`src/rtl/avg_gear_ctrl.sv`:
```
// Gear-shift sequencer for the AGC DC-removal averager: clears the accumulator,
// steps the averaging shift from fast acquisition to tracking, re-acquires on mean jumps.
module avg_gear_ctrl #(
    parameter int DW        = 16,
    parameter int K_START   = 4,
    parameter int K_STEP    = 2,
    parameter int K_FINAL   = 10,
    parameter int DWELL     = 256,
    parameter int WIN       = 64,
    parameter int RETRIG_TH = 1024
) (
    input  logic          clk,
    input  logic          reset_n,
    input  logic          ce,
    input  logic          start,
    input  logic          freeze,
    input  logic [DW-1:0] mean,
    output logic [3:0]    k_out,
    output logic          acc_clr,
    output logic          avg_ce,
    output logic          busy,
    output logic          settled,
    output logic          retrig,
    output logic [7:0]    retrig_cnt
);

    typedef enum logic [1:0] {IDLE, CLEAR, ACQ, TRACK} state_t;

    localparam int DCW = (DWELL > 1) ? $clog2(DWELL) : 1;
    localparam int WCW = (WIN > 1) ? $clog2(WIN) : 1;

    localparam logic [DCW-1:0] DWELL_LAST = DCW'(DWELL - 1);
    localparam logic [WCW-1:0] WIN_LAST   = WCW'(WIN - 1);
    localparam logic [3:0]     K_START_L  = 4'(K_START);
    localparam logic [3:0]     K_FINAL_L  = 4'(K_FINAL);
    localparam logic [4:0]     K_FINAL_W  = 5'(K_FINAL);
    localparam logic [4:0]     K_STEP_W   = 5'(K_STEP);
    localparam logic [DW:0]    TH_W       = (DW+1)'(RETRIG_TH);

    state_t         state;
    logic [DCW-1:0] dwell_cnt;
    logic [WCW-1:0] win_cnt;
    logic [DW-1:0]  snap;

    logic           qual;
    logic [4:0]     k_sum;
    logic [3:0]     k_next;
    logic [DW:0]    diff;
    logic [DW:0]    mag;
    logic           jump;

    assign qual   = ce & ~freeze;
    assign avg_ce = qual;

    // Next gear, widened so K_FINAL near 15 cannot wrap the 4-bit shift.
    always_comb begin
        k_sum  = {1'b0, k_out} + K_STEP_W;
        k_next = (k_sum >= K_FINAL_W) ? K_FINAL_L : k_sum[3:0];
    end

    // One extra bit keeps |mean - snap| exact over the full signed range.
    always_comb begin
        diff = {mean[DW-1], mean} - {snap[DW-1], snap};
        mag  = diff[DW] ? (~diff + (DW+1)'(1)) : diff;
        jump = (mag > TH_W);
    end

    always_ff @(posedge clk or negedge reset_n) begin
        if (!reset_n) begin
            state      <= IDLE;
            k_out      <= K_START_L;
            acc_clr    <= 1'b0;
            busy       <= 1'b0;
            settled    <= 1'b0;
            retrig     <= 1'b0;
            retrig_cnt <= 8'd0;
            dwell_cnt  <= '0;
            win_cnt    <= '0;
            snap       <= '0;
        end else begin
            retrig <= 1'b0;
            if (start) begin
                state     <= CLEAR;
                k_out     <= K_START_L;
                acc_clr   <= 1'b1;
                busy      <= 1'b1;
                settled   <= 1'b0;
                dwell_cnt <= '0;
                win_cnt   <= '0;
            end else begin
                case (state)
                    IDLE: ;
                    CLEAR: begin
                        state   <= ACQ;
                        acc_clr <= 1'b0;
                    end
                    ACQ: begin
                        if (qual) begin
                            if (dwell_cnt == DWELL_LAST) begin
                                dwell_cnt <= '0;
                                k_out     <= k_next;
                                if (k_next == K_FINAL_L) begin
                                    state   <= TRACK;
                                    busy    <= 1'b0;
                                    settled <= 1'b1;
                                    snap    <= mean;
                                    win_cnt <= '0;
                                end
                            end else begin
                                dwell_cnt <= dwell_cnt + DCW'(1);
                            end
                        end
                    end
                    TRACK: begin
                        if (qual) begin
                            if (win_cnt == WIN_LAST) begin
                                win_cnt <= '0;
                                snap    <= mean;
                                // Re-acquire without clearing: the accumulator keeps its history.
                                if (jump) begin
                                    state      <= ACQ;
                                    k_out      <= K_START_L;
                                    busy       <= 1'b1;
                                    settled    <= 1'b0;
                                    retrig     <= 1'b1;
                                    dwell_cnt  <= '0;
                                    retrig_cnt <= (retrig_cnt != 8'hFF) ? retrig_cnt + 8'd1
                                                                        : retrig_cnt;
                                end
                            end else begin
                                win_cnt <= win_cnt + WCW'(1);
                            end
                        end
                    end
                    default: state <= IDLE;
                endcase
            end
        end
    end

endmodule

```
`config.mk`:
```
export PLATFORM = sky130hd
export DESIGN_NAME = avg_gear_ctrl
export DESIGN_NICKNAME = d
export VERILOG_FILES = /design/src/rtl/avg_gear_ctrl.sv
export SDC_FILE = /design/constraint.sdc
export NUM_CORES = 1
export LEC_CHECK = 0
export ABC_AREA = 0
export ABC_CLOCK_PERIOD_IN_PS = 7300
export BUFFER_PORTS_ARGS = -buffer_cell sky130_fd_sc_hd__buf_4
export CAP_MARGIN = 30
export CORE_MARGIN = 3
export CORE_UTILIZATION = 55
export DETAILED_ROUTE_END_ITERATION = 8
export GPL_TIMING_DRIVEN = 0
export PLACE_DENSITY = 0.73
export REMOVE_ABC_BUFFERS = 1
export SYNTH_ARGS = -nofsm -noshare
export SYNTH_HDL_FRONTEND = slang
export SYNTH_SLANG_ARGS = --single-unit
```
`constraint.sdc`:
```
create_clock -name clk -period 7.3 [get_ports clk]
set_clock_uncertainty 0.15 [all_clocks]
set_input_delay 0.365 -clock clk [delete_from_list [all_inputs] [get_ports clk]]
set_output_delay 0.365 -clock clk [all_outputs]
set_load 0.1 [all_outputs]
```
After elaboration in Yosys (flattened, before gate mapping)
Index checks and enable logic that the tools add are counted.
Word-level totals
  logic and storage cells: 111
  input bits: 21
  register bits after elaboration: 48
  output and inout bits: 17
Cells by class
  order comparisons: 2
  add/subtract/negate cells: 6
  bitwise logic cells: 4
  muxes and demuxes: 60
  reduce and logical (&&, ||, !) cells: 11
  equal/unequal tests: 18
Operators by type and width (number)
  $mux 16: 5
  $mux 8: 6
  $mux 6: 6
  $pmux 16 s2: 1
  $mux 4: 7
  $mux 1: 21
  $reduce_and 7->1: 3
  $ne 3x3->1 const B: 6
  $add 17x1->17 const B: 1
  $gt 17x11->1 const B: 1
  $mux 17: 1
  $not 17->17: 1
  $sub 16x16->17: 1
  $add 8x1->8 const B: 2
  $pmux 8 s2: 1
  $mux 2: 7
  $pmux 6 s2: 1
  $reduce_and 6->1: 2
  $ne 2x2->1 const B: 5
  $reduce_and 5->1: 2
  $eq 8x8->1 const B: 1
  $ne 8x8->1 const B: 1
  $pmux 4 s2: 1
  $add 6x1->6 const B: 1
  13 further kinds: 17

Logic depth before layout (Yosys ltp)
  word-level depth: 10
  gate-level depth with buffers: 15
  gate-level depth less buffers: 14

Worst setup path after synthesis
No wires, ideal clock.
  path kind: input port to flip-flop
  from: input port mean[0]
  to: register retrig_cnt[4]
  path slack: 3667 ps
  path buffers: 0
  setup time: 159 ps
  arrival: 3324 ps
  data required time: 6991 ps
  cell stages on the path: 14
  path through: inv_1 > ha_1 > fa_1 > nand2b_1 > a21oi_1 > nor2_1 > o221ai_1 > nand3_1 > o41ai_1 > xnor2_1 > o21ai_1 > a2111oi_4 > nand4_1 > xnor2_1
Between the ends
  longest elaborated chain between the ends: 6
RTL lines
  from (decl): RTL line 17  | input logic [DW-1:0] mean,
  $sub 16x16->17 *: RTL line 63  | diff = {mean[DW-1], mean} - {snap[DW-1], snap};
  $not 17->17: RTL line 64  | mag = diff[DW] ? (~diff + (DW+1)'(1)) : diff;
  $add 17x1->17: RTL line 64
  $mux 17 *: RTL line 64
  $gt 17x11->1 *: RTL line 65  | jump = (mag > TH_W);
  $reduce_and 6->1 (no line) *
  to (signal assigned): RTL line 127  | retrig_cnt <= (retrig_cnt != 8'hFF) ? retrig_cnt + 8'd1
  to (decl): RTL line 24  | output logic [7:0] retrig_cnt
Every way passes the cells marked *; elsewhere a longest branch is shown, timed or not.
A chain may end at the register's enable or synchronous reset.

Worst setup path after layout
  from: register snap[0]
  to: register retrig_cnt[1]
Between the ends
  longest elaborated chain between the ends: 6
RTL lines
  from (decl): RTL line 43  | logic [DW-1:0] snap;
  from (signal assigned): RTL line 106  | snap <= mean;
  from (signal assigned): RTL line 118  | snap <= mean;
  $sub 16x16->17 *: RTL line 63
  $not 17->17: RTL line 64
  $add 17x1->17: RTL line 64
  $mux 17 *: RTL line 64
  $gt 17x11->1 *: RTL line 65
  $reduce_and 6->1 (no line) *
Marks and branches as above.

==> results.md <==
* Routed WL at 7520 um
* Worst path cell trace: ha_1, fa_1, nand2b_1, a21oi_1, nor2_1, o221ai_1, nand3_1, o41ai_1, xnor2_1, o21ai_1, a2111oi_4, mux2_1
* Htree depth at 2
* Routed Antenna Nets at 0
* Root Driver: clkbuf_8
* DRC viols at 0
* Clk buf depth at 2
* WL/cell at 14.1 um
* Max-slew violations at 0
* Pre-CTS setup slack at 3.26 ns
* Initial antenna violation count at 0
* First-pass GRT wire length at 13100 um
* # rows at 28
* Layout cell share with drive strength beyond 1 at 14.2%
* DR iter-0 viols at 156
* CP delay by family, top: compound AO/OA/AOI/OAI gates
* First-pass detailed-route iteration total at 4
* Hold Violations, Final at 0
* Clk_lat worst skew at 0.30 ns
* CP max FO at 6
* Crit path required time at 7.34 ns
* Mapped Cells at 425
* Worst path buffer plus inverter count at 0
* Post-CTS Hold Buffers at 1
* Crit path time final at 3.96 ns
* Yosys reg bits at 48
* Most common cell after layout, fill and taps aside: nand2_1
* IO buf count at 37
* WL met2 at 3690 um
* Synth warn at 0
* Top FF cell, synth: dfrtp_1
* Worst-Margin Slew at 0.981 ns
* Fin Setup TNS at 0 ns
* FMAX at 253 MHz
* Cell area after placement at 0.00392 sq mm
* Number of global-route vias before repair at 2964
* Largest net degree at the start of global routing at 49
* Area growth syn-to-layout at 12.7%
* Largest stage delay, worst path at 0.56 ns
* Yosys cell types at 65
* Via Count at 3134
* Ant diodes at 0
* Final net count at 502
* Seq/Total Area, Yosys at 33.4%
* CP Data Arrival Time at 3.99 ns
* Num CTS Buffers at 5
* Status: complete, no violations
* Die H at 86.9 um
* Final setup violation count at 0
* Initial core utilization at 58.8%
* Met3 routed WL at 250 um
* Fin cells at 533
* Clk slew on worst S/H paths at 0.09 ns
* Final Cycle Share at 54.2%
* Global Route Usage Sum at 21.0%
* Worst Slack Setup Final at 3.34 ns
* Max VDD drop at 0.000165 V
* Placeable Area at 0.00613 sq mm
* Postcts setup bufs at 0
* GRT overflow at 0
* Slew headroom at 34.5%
* Startpoint types: register
* GPL Wtd Cong at 0.909
* FILL cells at 519
* HP Class: in -> reg
* Max cap viols at 0
* Design Area, Final at 0.00406 sq mm
* DIE AREA at 0.00756 sq mm
* DR top layer: met4
* TritonCTS clock tree: done
* Syn_area_per_cell at 8.48 sq um
* Pwr Density at 267 mW/mm^2
* Async set-reset flop share out of synthesis at 100%
* Crit path kind: reg -> reg
* Via density at 5.88
* RSZ-0062 raised after global routing: false
* # resized after CTS at 0
* Die Wd at 86.9 um
* Crit path max-delay cell type: a2111oi_4
* CP Capture Type: register
* Met1 WL at 3490 um
* Commonest cells after routing, fill and taps aside: nand2_1 (54), dfrtp_1 (47), nor2_1 (39)
* Placed Cells at 525
* Cell area after synthesis at 0.00360 sq mm
* Pleak at 0.00187 uW
* Post-synth EDFFs at 0
* Final HPWL DP at 5740 um
* IO Pins at 38
* CTS sink count at 48
-- cell families (layout without fill, tap and decap cells) --
family                     Yosys count  count (layout)  synth area share [%]
and+or+nand+nor                    166             166                  22.4
AOI/OAI and AO/OA                  121             121                  23.4
DFF                                 48              48                  33.4
buffers and inverters               35              68                  4.17
xor gates and xnor gates            25              25                  6.46
adders and majority gates           23              23                  8.20
muxes                                7               7                  2.05
-- flip-flops by register name, summed over array words and instances (netlist names) --
signal / cells
retrig: 1
settled: 1
acc_clr: 1
busy: 1
retrig_cnt: 8
win_cnt: 6
snap: 16
state: 2
k_out: 4
dwell_cnt: 8
-- layout make-up --
class                   count  area, sq um  area share, %
clock buffers               5         68.8           1.69
clock inverters             2         60.1           1.48
inverters                  21         78.8           1.94
multi-input cells         342         2260           55.6
flip-flops and latches     48         1200           29.6
well taps                  75         93.8           2.31
repair buffers             40          300           7.40
-- final timing paths --
kind | to | startpoint | slack, ns | cells after the start
max | retrig_cnt[1] | snap[0] | 3.34 | 12
min reg2reg | dwell_cnt[2] | dwell_cnt[2] | 0.34 | 1
max in group asynchronous | k_out[1] | reset_n | 6.12 | 2
max reg2reg | retrig_cnt[1] | snap[0] | 3.34 | 12
min in group asynchronous | snap[6] | reset_n | 0.46 | 2
min | snap[12] | mean[12] | 0.12 | 3
-- through the flow --
| step | util [%] | hold slack (ns) | power [uW] |
|---|---|---|---|
| floorplan | - | -0.0806 | 749 |
| global placement | 63.7 | 0.273 | 851 |
| detailed placement | 64.0 | 0.282 | 858 |
| CTS | 66.2 | 0.108 | 1090 |
| global route | 66.2 | 0.115 | 1170 |
| finish | 66.2 | 0.123 | 1080 |
-- Yosys cell counts (8+ instances only) --
cell | number | area share (%)
ha_1 | 22 | 7.6
nand4_1 | 8 | 1.4
clkbuf_1 | 9 | 0.94
nor2_1 | 39 | 4.1
o21ai_0 | 37 | 5.1
a21oi_1 | 21 | 2.9
inv_1 | 21 | 2.2
and3_1 | 14 | 2.4
dfrtp_1 | 47 | 33
xnor2_1 | 16 | 3.9
xor2_1 | 8 | 1.9
nand3_1 | 17 | 2.4
o21ai_1 | 13 | 1.8
nand2_1 | 54 | 5.6
-- metal layers --
metal,vias to the layer above,track usage (%)
met3,8,3.12
met5,-,0
met4,0,5.95
met2,54,36.0
li1,1588,-
met1,1484,27.5
-- power breakdown --
part	switching, uW	internal [uW]
Clock	88.1	135
Sequential	12.0	294
Combinational	347	208
Total	447	637
-- tightest hold or removal path, cell delays in order --
cell and delay [ns]:
buf_4 0.08, nand2_1 0.03, o21ai_0 0.05
No activity file was read; power rests on OpenSTA's default activity.
